==> config.mk <==
export PLATFORM = sky130hd
export DESIGN_NAME = minterm_extractor
export DESIGN_NICKNAME = d
export VERILOG_FILES = /design/src/rtl/minterm_extractor.sv
export SDC_FILE = /design/constraint.sdc
export NUM_CORES = 1
export LEC_CHECK = 0
export ABC_AREA = 1
export BUFFER_PORTS_ARGS = -buffer_cell sky130_fd_sc_hd__buf_4
export CAP_MARGIN = 20
export CORE_UTILIZATION = 38
export CTS_BUF_LIST = sky130_fd_sc_hd__clkbuf_4
export CTS_CLUSTER_SIZE = 14
export DETAILED_ROUTE_END_ITERATION = 16
export GPL_TIMING_DRIVEN = 0
export PLACE_DENSITY = 0.7
export SLEW_MARGIN = 40
export SYNTH_ARGS = -nofsm -noshare
export SYNTH_HDL_FRONTEND = slang
export SYNTH_SLANG_ARGS = --single-unit
==> constraint.sdc <==
create_clock -name clk -period 2.55 [get_ports clk]
set_clock_uncertainty 0.2 [all_clocks]
set_input_delay 0.1275 -clock clk [delete_from_list [all_inputs] [get_ports clk]]
set_output_delay 0.1275 -clock clk [all_outputs]
set_load 0.03 [all_outputs]
==> src/rtl/minterm_extractor.sv <==
// Purpose: probes an N-input combinational function, captures its truth table, streams minterm indices.
// Latency: DONE 2*2^N cycles after start, plus one cycle per stalled valid; indices ascending.
// Backpressure: valid/ready; a selected index holds m_valid/m_index until m_ready, unselected skip.
// Optional: MINTERM_EXTRACT_MAXTERM_EN adds sel_max to stream maxterm indices instead.
module minterm_extractor #(
  parameter int N = 4
) (
  input  logic                clk,
  input  logic                reset,
  input  logic                start,
`ifdef MINTERM_EXTRACT_MAXTERM_EN
  input  logic                sel_max,
`endif
  output logic [N-1:0]        probe,
  input  logic                f_in,
  output logic                m_valid,
  input  logic                m_ready,
  output logic [N-1:0]        m_index,
  output logic                busy,
  output logic                done,
  output logic [N:0]          count,
  output logic [(1<<N)-1:0]   mask
);

  localparam int M = 1 << N;

  typedef enum logic [1:0] {IDLE, SCAN, EMIT, DONE} state_t;

  state_t       state;
  logic [N-1:0] idx;        // probe counter, walks 0..M-1 during SCAN, 0 otherwise
  logic [N-1:0] ptr;        // emit pointer, walks 0..M-1 during EMIT, 0 otherwise
  logic         sel_max_q;  // polarity of the run, frozen at start
  logic [M-1:0] sel;
  logic         sel_cur;
  logic         f_sel;
  logic         advance;

`ifndef MINTERM_EXTRACT_MAXTERM_EN
  assign sel_max_q = 1'b0;
`endif

  // Selection view of the truth table; mask itself always keeps true f values.
  assign sel     = sel_max_q ? ~mask : mask;
  assign sel_cur = sel[ptr];
  assign f_sel   = f_in ^ sel_max_q;
  // Unselected slots skip in one cycle; selected slots wait for the consumer.
  assign advance = ~sel_cur | m_ready;

  // Outputs are pure decodes of registers, so no input reaches them combinationally.
  assign probe   = idx;
  assign m_index = ptr;
  assign m_valid = (state == EMIT) && sel_cur;

  // Control FSM with its datapath registers.
  always_ff @(posedge clk) begin
    if (reset) begin
      state <= IDLE;
      idx   <= '0;
      ptr   <= '0;
      mask  <= '0;
      count <= '0;
      busy  <= 1'b0;
      done  <= 1'b0;
`ifdef MINTERM_EXTRACT_MAXTERM_EN
      sel_max_q <= 1'b0;
`endif
    end else begin
      case (state)
        IDLE, DONE: begin
          if (start) begin
            state <= SCAN;
            idx   <= '0;
            ptr   <= '0;
            mask  <= '0;
            count <= '0;
            busy  <= 1'b1;
            done  <= 1'b0;
`ifdef MINTERM_EXTRACT_MAXTERM_EN
            sel_max_q <= sel_max;
`endif
          end
        end
        SCAN: begin
          mask[idx] <= f_in;
          count     <= count + {{N{1'b0}}, f_sel};
          idx       <= idx + 1'b1;  // wraps back to 0 after the last probe
          if (&idx) begin
            state <= EMIT;
            ptr   <= '0;
          end
        end
        EMIT: begin
          if (advance) begin
            if (&ptr) begin
              state <= DONE;
              ptr   <= '0;
              busy  <= 1'b0;
              done  <= 1'b1;
            end else begin
              ptr <= ptr + 1'b1;
            end
          end
        end
        default: state <= IDLE;
      endcase
    end
  end

endmodule
==> flow_metrics.env, run 1 <==
export IMPL_outcome="completed"
export IMPL_drtIter0Drc=118
export IMPL_cts_clk_slew_worst_paths_ns=0.12
export IMPL_regToRegEndpoint="mask[1]$_SDFFE_PP0P_"
export IMPL_dp_hpwl_um=3380
export IMPL_first_global_vias=1708
export IMPL_worstMarginPinSlew_ns=0.472
export IMPL_cts_buffer_depth=2
export IMPL_cap_violations=0
export IMPL_min_from="m_ready"
export IMPL_io_pins=37
export IMPL_synthesis_instances=258
export IMPL_setup_violations=0
export IMPL_slew_viol_final=0
export IMPL_cts_sinks=33
export IMPL_postRouteAntennaNets=0
export IMPL_ys_ff_latch=33
export IMPL_tritoncts="built"
export IMPL_r2r_start="state[0]$_SDFFE_PP0P_"
export IMPL_synth_edf_count=0
export IMPL_insertion_delay_ns=0.34
export IMPL_drc_errors=0
export IMPL_pre_cts_slack_ns=0.330
export IMPL_core_um2=4720
export IMPL_critical_path_class="reg -> reg"
export IMPL_rrSetupSlack_ns=0.26
export IMPL_synth_cell_types=30
export IMPL_worstPathRequired_ns=2.61
export IMPL_critPathBufInv=4
export IMPL_start_util_pct=39.5
export IMPL_syn_avg_cell_area_um2=7.23
export IMPL_crit_path_frequent_cell="inv_2"
export IMPL_syn_nets=273
export IMPL_overflow=0
export IMPL_ir_drop_mv=0.425
export IMPL_p_leak_nw=1.02
export IMPL_fmax_mhz=437
export IMPL_rr_worst_depth=10
export IMPL_ctsRootBufferMaster="clkbuf_4"
export IMPL_dr_pass1_iters=4
export IMPL_rsz0062_at_grt="false"
export IMPL_die_area_um2=5190
export IMPL_crit_chain="inv_1 -> ha_1 -> inv_2 -> or2_4 -> o21ai_2 -> inv_2 -> a21oi_4 -> buf_6 -> o21ai_1 -> a21oi_2"
export IMPL_wl_per_cell_um=12.2
export IMPL_routed_wl_um=4500
export IMPL_worstHoldPathCells=6
export IMPL_start_kind="register"
export IMPL_grt_total_usage_pct=18.3
export IMPL_cpMaxStageDelayCell="dfxtp_1"
export IMPL_crit_family="compound AO/OA/AOI/OAI gates"
export IMPL_cp_end_kind="register"
export IMPL_grt_pass1_wl_um=7380
export IMPL_finalCriticalPeriod_ns=2.29
export IMPL_hold_worst_slack_ns=0.0413
export IMPL_finalCritPeriodShare_pct=89.7
export IMPL_cts_buffers_inserted=5
export IMPL_die_x_um=72.0
export IMPL_pwr_density_cell_nw_per_um2=1010
export IMPL_diodes=0
export IMPL_slew_headroom_pct=68.5
export IMPL_die_h_um=72.0
export IMPL_cts_setup_buffers=0
export IMPL_critPathMaxFanout=10
export IMPL_antenna_found_initial=0
export IMPL_ctsHtreeMaxLevel=2
export IMPL_cp_slowest_stage_delay_ns=0.38
export IMPL_synth_area_um2=1860
export IMPL_ys_flop_type="dfxtp_1"
export IMPL_arrival_ns=2.35
export IMPL_fin_nets=316
export IMPL_hold_end="busy$_SDFFE_PP0P_"
export IMPL_setup_tns_ns=0
export IMPL_hold_path_class="in -> reg"
export IMPL_ctsResizeCount=0
export IMPL_grt_max_degree=12
export IMPL_drive_gt1_share_pct=21.9
export IMPL_areaGrowthSynthToFinish_pct=22.1
export IMPL_port_buffers=35
export IMPL_vias=1827
export IMPL_finalCoreUtilization_pct=48.2
export IMPL_yosysWarnings=0
export IMPL_seq_area_frac_synth_pct=35.4
export IMPL_async_reset_ff_share_pct=0
export IMPL_setup_ws_ns=0.262
export IMPL_routed_via_density=4.95
export IMPL_final_hold_viol_count=0
export IMPL_place_congestion=0.871
export IMPL_rows=25
==> area by class of cell <==
class,instances,area (um2)
clock buffers,5,37.5
fillers,476,2450
repair buffers,36,273
plain buffers,9,62.6
clock inverters,3,17.5
multi-input cells,173,980
well taps,67,83.8
flip-flops and latches,33,661
inverters,43,161
==> worst max-delay path by stage <==
stage | start | end | depth (start not counted) | slack (ns)
detailed placement | state[0]$_SDFFE_PP0P_ | mask[1]$_SDFFE_PP0P_ | 10 | 0.33
CTS | state[0]$_SDFFE_PP0P_ | mask[1]$_SDFFE_PP0P_ | 10 | 0.29
floorplan | m_index[0]$_SDFFE_PP0P_ | m_valid | 8 | 0.52
global placement | state[0]$_SDFFE_PP0P_ | mask[1]$_SDFFE_PP0P_ | 10 | 0.38
finish | state[0]$_SDFFE_PP0P_ | mask[1]$_SDFFE_PP0P_ | 10 | 0.26
global route | state[0]$_SDFFE_PP0P_ | mask[1]$_SDFFE_PP0P_ | 10 | 0.17
==> cell usage after synthesis, types with 2 or more instances <==
library cell	instances	area, um2
nand3_1	27	135
dfxtp_1	33	661
buf_6	3	33.8
nor3_1	2	10.0
a21oi_2	3	26.3
inv_1	40	150
nand2_2	4	25.0
clkbuf_1	2	7.51
ha_1	10	125
nand4_1	6	37.5
inv_2	3	11.3
nand2_1	46	173
nor2_1	14	52.6
o21ai_0	16	80.1
o311a_1	6	60.1
a21oi_1	23	115
o21ai_1	4	20.0
and3_1	2	12.5
nand3_2	3	30.0
==> timing repair <==
item	CTS	global route
setup endpoints to repair	0	0
endpoints found under the hold margin	5	0
hold buffers	1	0
==> per-layer routing <==
layer / track usage (%) / part of all wire [%]
met3: 4.72 / 4.2
met4: 5.88 / 1.4
met1: 22.4 / 46
met5: 0 / 0
met2: 31.6 / 48
==> flip-flops by register name, indices dropped and copies added (netlist names) <==
| signal | cells |
|---|---|
| m_index | 4 |
| count | 5 |
| state | 2 |
| probe | 4 |
| busy | 1 |
| done | 1 |
| mask | 16 |
==> report_power, final <==
part           internal, W  leakage, nW  switching (W)
registers         0.000589        0.268      0.0000728
clock network     0.000105       0.0326       0.000195
logic             0.000462        0.720       0.000876
total              0.00116         1.02        0.00114
==> worst min-delay path, delay by kind of cell <==
family | cells | cell delay, ns
AND/OR/NAND/NOR | 3 | 0.25
buffers and inverters | 2 | 0.13
AO/OA/AOI/OAI | 1 | 0.04
==> logic make-up after synthesis <==
kind of cell,Yosys count,share of synthesized area [%]
AO/OA/AOI/OAI,56,18.5
buffers and inverters,52,12.0
AND/OR/NAND/NOR,107,27.3
flip-flops,33,35.4
adder cells (fa/ha/maj),10,6.71
==> cells in the final DEF, fill, tap and decap left out, drive strengths merged <==
cell type / Yosys / layout
a211oi: 1 / 1
a21oi: 27 / 27
and3: 2 / 2
buf: 6 / 41
clkbuf: 3 / 8
clkinv: 0 / 3
dfxtp: 33 / 33
dlygate4sd3: 0 / 1
ha: 10 / 10
inv: 43 / 43
nand2: 50 / 50
nand3: 31 / 31
nand4: 6 / 6
nor2: 14 / 14
nor3: 2 / 2
nor3b: 1 / 1
o21ai: 21 / 21
o22ai: 1 / 1
o311a: 6 / 6
or2: 1 / 1
==> stage by stage <==
stage	cells	cell area (um2)	power, W
after floorplan	258	1860	0.00168
after global placement	360	2210	0.00197
after detailed placement	360	2210	0.00200
after CTS	369	2280	0.00230
after global routing	369	2280	0.00250
final	369	2280	0.00230
Power figures use the tool's default switching activity.
==> run 2: changes to the inputs <==
- CELL_PAD_IN_SITES_DETAIL_PLACEMENT: not set -> 0
- CELL_PAD_IN_SITES_GLOBAL_PLACEMENT: not set -> 1
- PLACE_DENSITY: 0.7 -> 0.88
==> flow_metrics.env, run 2 (synthesis gave the netlist of run 1 again) <==
export IMPL_die_h_um=72.0
export IMPL_diodes=0
export IMPL_p_seq_share_pct=29.1
export IMPL_tritoncts="built"
export IMPL_start_kind="register"
export IMPL_fin_nets=316
export IMPL_p_leak_nw=1.02
export IMPL_finalCritPeriodShare_pct=87.4
export IMPL_worstPathRequired_ns=2.62
export IMPL_rows=25
export IMPL_final_cell_mix="nand2_1, inv_1, buf_4"
export IMPL_core_um2=4720
export IMPL_overflow=0
export IMPL_areaGrowthSynthToFinish_pct=22.1
export IMPL_regToRegEndpoint="mask[1]$_SDFFE_PP0P_"
export IMPL_final_hold_viol_count=0
export IMPL_vias=1774
export IMPL_ctsRootBufferMaster="clkbuf_4"
export IMPL_dp_hpwl_um=3360
export IMPL_finalCriticalPeriod_ns=2.23
export IMPL_slew_viol_final=0
export IMPL_ctsResizeCount=0
export IMPL_grt_total_usage_pct=17.9
export IMPL_drive_gt1_share_pct=21.9
export IMPL_pwr_share_comb_pct=57.9
export IMPL_fmax_mhz=449
export IMPL_r2r_start="state[0]$_SDFFE_PP0P_"
export IMPL_final_common_cell="nand2_1"
export IMPL_placed_cell_area_um2=2210
export IMPL_arrival_ns=2.30
export IMPL_wl_per_cell_um=11.9
export IMPL_rr_worst_depth=10
export IMPL_worstMarginPinSlew_ns=0.473
export IMPL_hold_path_class="in -> reg"
export IMPL_pwr_density_cell_nw_per_um2=1000
export IMPL_routed_wl_um=4370
export IMPL_cts_buffers_inserted=5
export IMPL_intPower_w=0.00116
export IMPL_cts_clk_slew_worst_paths_ns=0.10
export IMPL_slew_headroom_pct=68.5
export IMPL_startpoint="state[0]$_SDFFE_PP0P_"
export IMPL_place_congestion=0.824
export IMPL_start_util_pct=39.5
export IMPL_ir_drop_mv=0.473
export IMPL_insertion_delay_ns=0.34
export IMPL_hold_end="count[0]$_SDFFE_PP0P_"
export IMPL_rrSetupSlack_ns=0.32
export IMPL_p_sw_share_pct=49.2
export IMPL_hold_worst_slack_ns=0.0205
export IMPL_worstHoldPathCells=4
export IMPL_ctsHtreeMaxLevel=2
export IMPL_setup_violations=0
export IMPL_p_total_w=0.00228
export IMPL_first_global_vias=1573
export IMPL_cts_setup_buffers=0
export IMPL_min_from="f_in"
export IMPL_top_regs="mask x16, count x5"
export IMPL_grt_max_degree=12
export IMPL_antenna_found_initial=0
export IMPL_cts_sinks=33
export IMPL_cts_buffer_depth=2
export IMPL_io_pins=37
export IMPL_routed_via_density=4.81
export IMPL_design_area_um2=2280
export IMPL_switchingPower_w=0.00112
export IMPL_cp_end_kind="register"
export IMPL_postRouteAntennaNets=0
export IMPL_critPathMaxFanout=10
export IMPL_drc_errors=0
export IMPL_grt_pass1_wl_um=7120
export IMPL_largest_register="mask"
export IMPL_holdBufCountCts=1
export IMPL_clock_power_share_pct=13.1
export IMPL_setup_tns_ns=0
export IMPL_die_x_um=72.0
export IMPL_critical_path_class="reg -> reg"
export IMPL_dr_pass1_iters=4
export IMPL_drtIter0Drc=113
export IMPL_rsz0062_at_grt="false"
export IMPL_outcome="completed"
export IMPL_die_area_um2=5190
export IMPL_port_buffers=35
export IMPL_largest_reg_flops=16
export IMPL_cap_violations=0
## run 2: cell counts in the layout (fill, tap and decap cells not counted)
No cell type changed its count.
## run 2: worst max-delay path by stage
stage / to / cells past startpoint
2_1_floorplan: m_valid / 8
3_3_place_gp: mask[1]$_SDFFE_PP0P_ / 10
3_5_place_dp: mask[1]$_SDFFE_PP0P_ / 10
4_1_cts: mask[1]$_SDFFE_PP0P_ / 10
5_1_grt: mask[1]$_SDFFE_PP0P_ / 10
6_report: mask[1]$_SDFFE_PP0P_ / 10
## run 2: critical path, stage by stage, from the launching register on
cell,delay (ns)
dfxtp_1,0.37
inv_1,0.07
ha_1,0.32
inv_2,0.05
or2_4,0.25
o21ai_2,0.13
inv_2,0.11
a21oi_4,0.28
buf_6,0.19
o21ai_1,0.09
a21oi_2,0.10
## run 2: final cells by class
cell class	count	area (um2)
Multi-Input combinational cell	173	980
Timing Repair Buffer	36	273
Fill cell	509	2450
Clock inverter	3	17.5
Sequential cell	33	661
Inverter	43	161
Buffer	9	62.6
Tap cell	67	83.8
Clock buffer	5	37.5
## run 2: stage by stage
stage	setup slack (ns)	util (%)	std cells
after CTS	0.314	48.2	369
final	0.322	48.2	369
after global routing	0.150	48.2	369
after floorplan	0.525	-	258
after global placement	0.366	46.8	360
after detailed placement	0.347	46.8	360
## run 2: routing by layer
layer,track usage [%],up-vias,routed length [um]
li1,-,939,-
met1,23.3,791,2130
met2,29.7,37,2030
met3,4.58,7,159
met4,4.58,0,53
met5,0,-,0
## run 2: power by group through the flow
| stage | clock [W] | combinational, W | sequential, W |
|---|---|---|---|
| finish | 0.000297 | 0.00132 | 0.000661 |
| global route | 0.000335 | 0.00148 | 0.000673 |
| CTS | 0.000310 | 0.00132 | 0.000663 |
| detailed placement | 0 | 0.00132 | 0.000674 |
| global placement | 0 | 0.00131 | 0.000674 |
| floorplan | 0 | 0.000905 | 0.000775 |
==> run 3: changes to the inputs <==
- CELL_PAD_IN_SITES_DETAIL_PLACEMENT: 0 -> 2
- CELL_PAD_IN_SITES_GLOBAL_PLACEMENT: 1 -> 2
- CORE_ASPECT_RATIO: not set -> 1.1
- CORE_UTILIZATION: 38 -> 31
- PLACE_DENSITY: 0.88 -> 0.91
==> flow_metrics.env, run 3 (synthesis gave the netlist of run 1 again) <==
export IMPL_start_kind="register"
export IMPL_grt_max_degree=12
export IMPL_regArea_um2=661
export IMPL_drc_errors=0
export IMPL_grt_total_usage_pct=23.3
export IMPL_p_total_w=0.00253
export IMPL_fin_nets=316
export IMPL_core_um2=5770
export IMPL_dr_pass1_iters=4
export IMPL_min_from="start"
export IMPL_dp_hpwl_um=5000
export IMPL_nFillCells=676
export IMPL_outcome="completed"
export IMPL_pre_cts_slack_ns=0.262
export IMPL_setup_violations=0
export IMPL_cts_clk_slew_worst_paths_ns=0.11
export IMPL_io_pins=37
export IMPL_overflow=0
export IMPL_routed_wl_um=6930
export IMPL_rows=29
export IMPL_hold_path_class="in -> reg"
export IMPL_pwr_density_cell_nw_per_um2=1100
export IMPL_insertion_delay_ns=0.36
export IMPL_critical_path_class="reg -> reg"
export IMPL_fmax_mhz=431
export IMPL_r2r_start="state[0]$_SDFFE_PP0P_"
export IMPL_tritoncts="built"
export IMPL_critPathBufInv=4
export IMPL_clock_power_share_pct=16.2
export IMPL_setup_tns_ns=0
export IMPL_intPower_w=0.00126
export IMPL_drtIter0Drc=77
export IMPL_p_seq_share_pct=26.5
export IMPL_routed_via_density=5.22
export IMPL_place_congestion=0.782
export IMPL_first_global_vias=2236
export IMPL_switchingPower_w=0.00128
export IMPL_start_util_pct=32.3
export IMPL_p_leak_nw=1.03
export IMPL_ctsHtreeMaxLevel=2
export IMPL_ir_drop_mv=0.424
export IMPL_top_regs="mask x16, count x5"
export IMPL_die_h_um=83.3
export IMPL_grt_pass1_wl_um=11500
export IMPL_pwr_share_comb_pct=57.3
export IMPL_final_cell_mix="nand2_1, inv_1, buf_4"
export IMPL_cap_violations=0
export IMPL_port_buffers=35
export IMPL_crit_chain="inv_1 -> ha_1 -> inv_2 -> or2_4 -> o21ai_2 -> inv_2 -> a21oi_4 -> buf_6 -> o311a_1"
export IMPL_antenna_found_initial=0
export IMPL_crit_family="compound AO/OA/AOI/OAI gates"
export IMPL_vias=1977
export IMPL_areaGrowthSynthToFinish_pct=24.0
export IMPL_diodes=0
export IMPL_largest_reg_flops=16
export IMPL_largest_register="mask"
export IMPL_startpoint="state[0]$_SDFFE_PP0P_"
export IMPL_cts_buffers_inserted=5
export IMPL_die_x_um=75.9
export IMPL_multi_input_area_um2=980
export IMPL_cts_sinks=33
export IMPL_finalCritPeriodShare_pct=91.0
export IMPL_cp_slowest_stage_delay_ns=0.38
export IMPL_crit_path_frequent_cell="inv_2"
export IMPL_wl_per_cell_um=18.3
export IMPL_worstMarginPinSlew_ns=0.529
export IMPL_drive_gt1_share_pct=21.9
export IMPL_die_area_um2=6330
export IMPL_slew_viol_final=0
export IMPL_final_hold_viol_count=0
export IMPL_rsz0062_at_grt="false"
export IMPL_final_common_cell="nand2_1"
export IMPL_cp_end_kind="register"
export IMPL_placed_cell_area_um2=2220
export IMPL_finalCriticalPeriod_ns=2.32
export IMPL_ctsRootBufferMaster="clkbuf_4"
export IMPL_worstPathRequired_ns=2.64
export IMPL_arrival_ns=2.41
export IMPL_cts_buffer_depth=2
export IMPL_critPathMaxFanout=10
export IMPL_finalCoreUtilization_pct=40.1
export IMPL_p_sw_share_pct=50.4
export IMPL_setup_ws_ns=0.229
export IMPL_postRouteAntennaNets=0
export IMPL_slew_headroom_pct=64.8
export IMPL_design_area_um2=2310
export IMPL_cpMaxStageDelayCell="dfxtp_1"
run 3: changes by cell type in the layout (fill, tap and decap cells not counted):
cell        before  now
bufinv_16        0    1
clkinv_2         1    0
clkinv_4         1    0
clkinvlp_4       0    1
run 3: path summary, 6_finish.rpt:
path	cells after the start	to	slack, ns
setup reg to reg	9	mask[5]$_SDFFE_PP0P_	0.23
hold / removal	5	probe[1]$_SDFFE_PP0P_	0.06
setup / recovery	9	mask[5]$_SDFFE_PP0P_	0.23
hold reg to reg	2	busy$_SDFFE_PP0P_	0.25
run 3: power by group through the flow:
stage                     sequential [W]  combinational, W  clock (W)
after floorplan                 0.000775          0.000905          0
after global placement          0.000676           0.00134          0
after detailed placement        0.000681           0.00143          0
after CTS                       0.000671           0.00147   0.000418
after global routing            0.000686           0.00161   0.000439
final                           0.000671           0.00145   0.000411
run 3: timing repair:
| action | CTS | global route |
|---|---|---|
| hold buffers | 1 | 0 |
| setup buffers | 0 | 0 |
| endpoints found under the setup margin | 0 | 0 |
| hold endpoints to repair | 1 | 0 |
| resized for setup | 0 | 0 |
run 3: metrics by stage:
step | cells | hold slack [ns]
floorplan | 258 | 0.251
global placement | 370 | 0.235
detailed placement | 370 | 0.241
CTS | 379 | 0.0600
global route | 379 | 0.0800
finish | 379 | 0.0593
run 3: layout make-up:
type / instances / share of cell area [%]
multi-input cells: 173 / 42.4
plain buffers: 9 / 2.71
clock buffers: 5 / 1.62
repair buffers: 36 / 11.8
inverters: 43 / 6.98
flip-flops and latches: 33 / 28.6
well taps: 77 / 4.17
clock inverters: 3 / 1.79
run 3: layer usage:
metal  vias up  track usage [%]  share of wire (%)
met5         -                0                  0
met4         0             9.79                2.8
met3        21             4.07                3.0
met2        45             43.5                 53
met1       971             25.8                 41
li1        940                -                  -
run 3: worst reg2reg max path, delay by kind of cell, from the launching register on:
family | cells | cell delay (ns)
fa+ha+maj | 1 | 0.35
buf+inv | 4 | 0.47
simple gates | 1 | 0.26
flops | 1 | 0.38
compound gates | 3 | 0.62
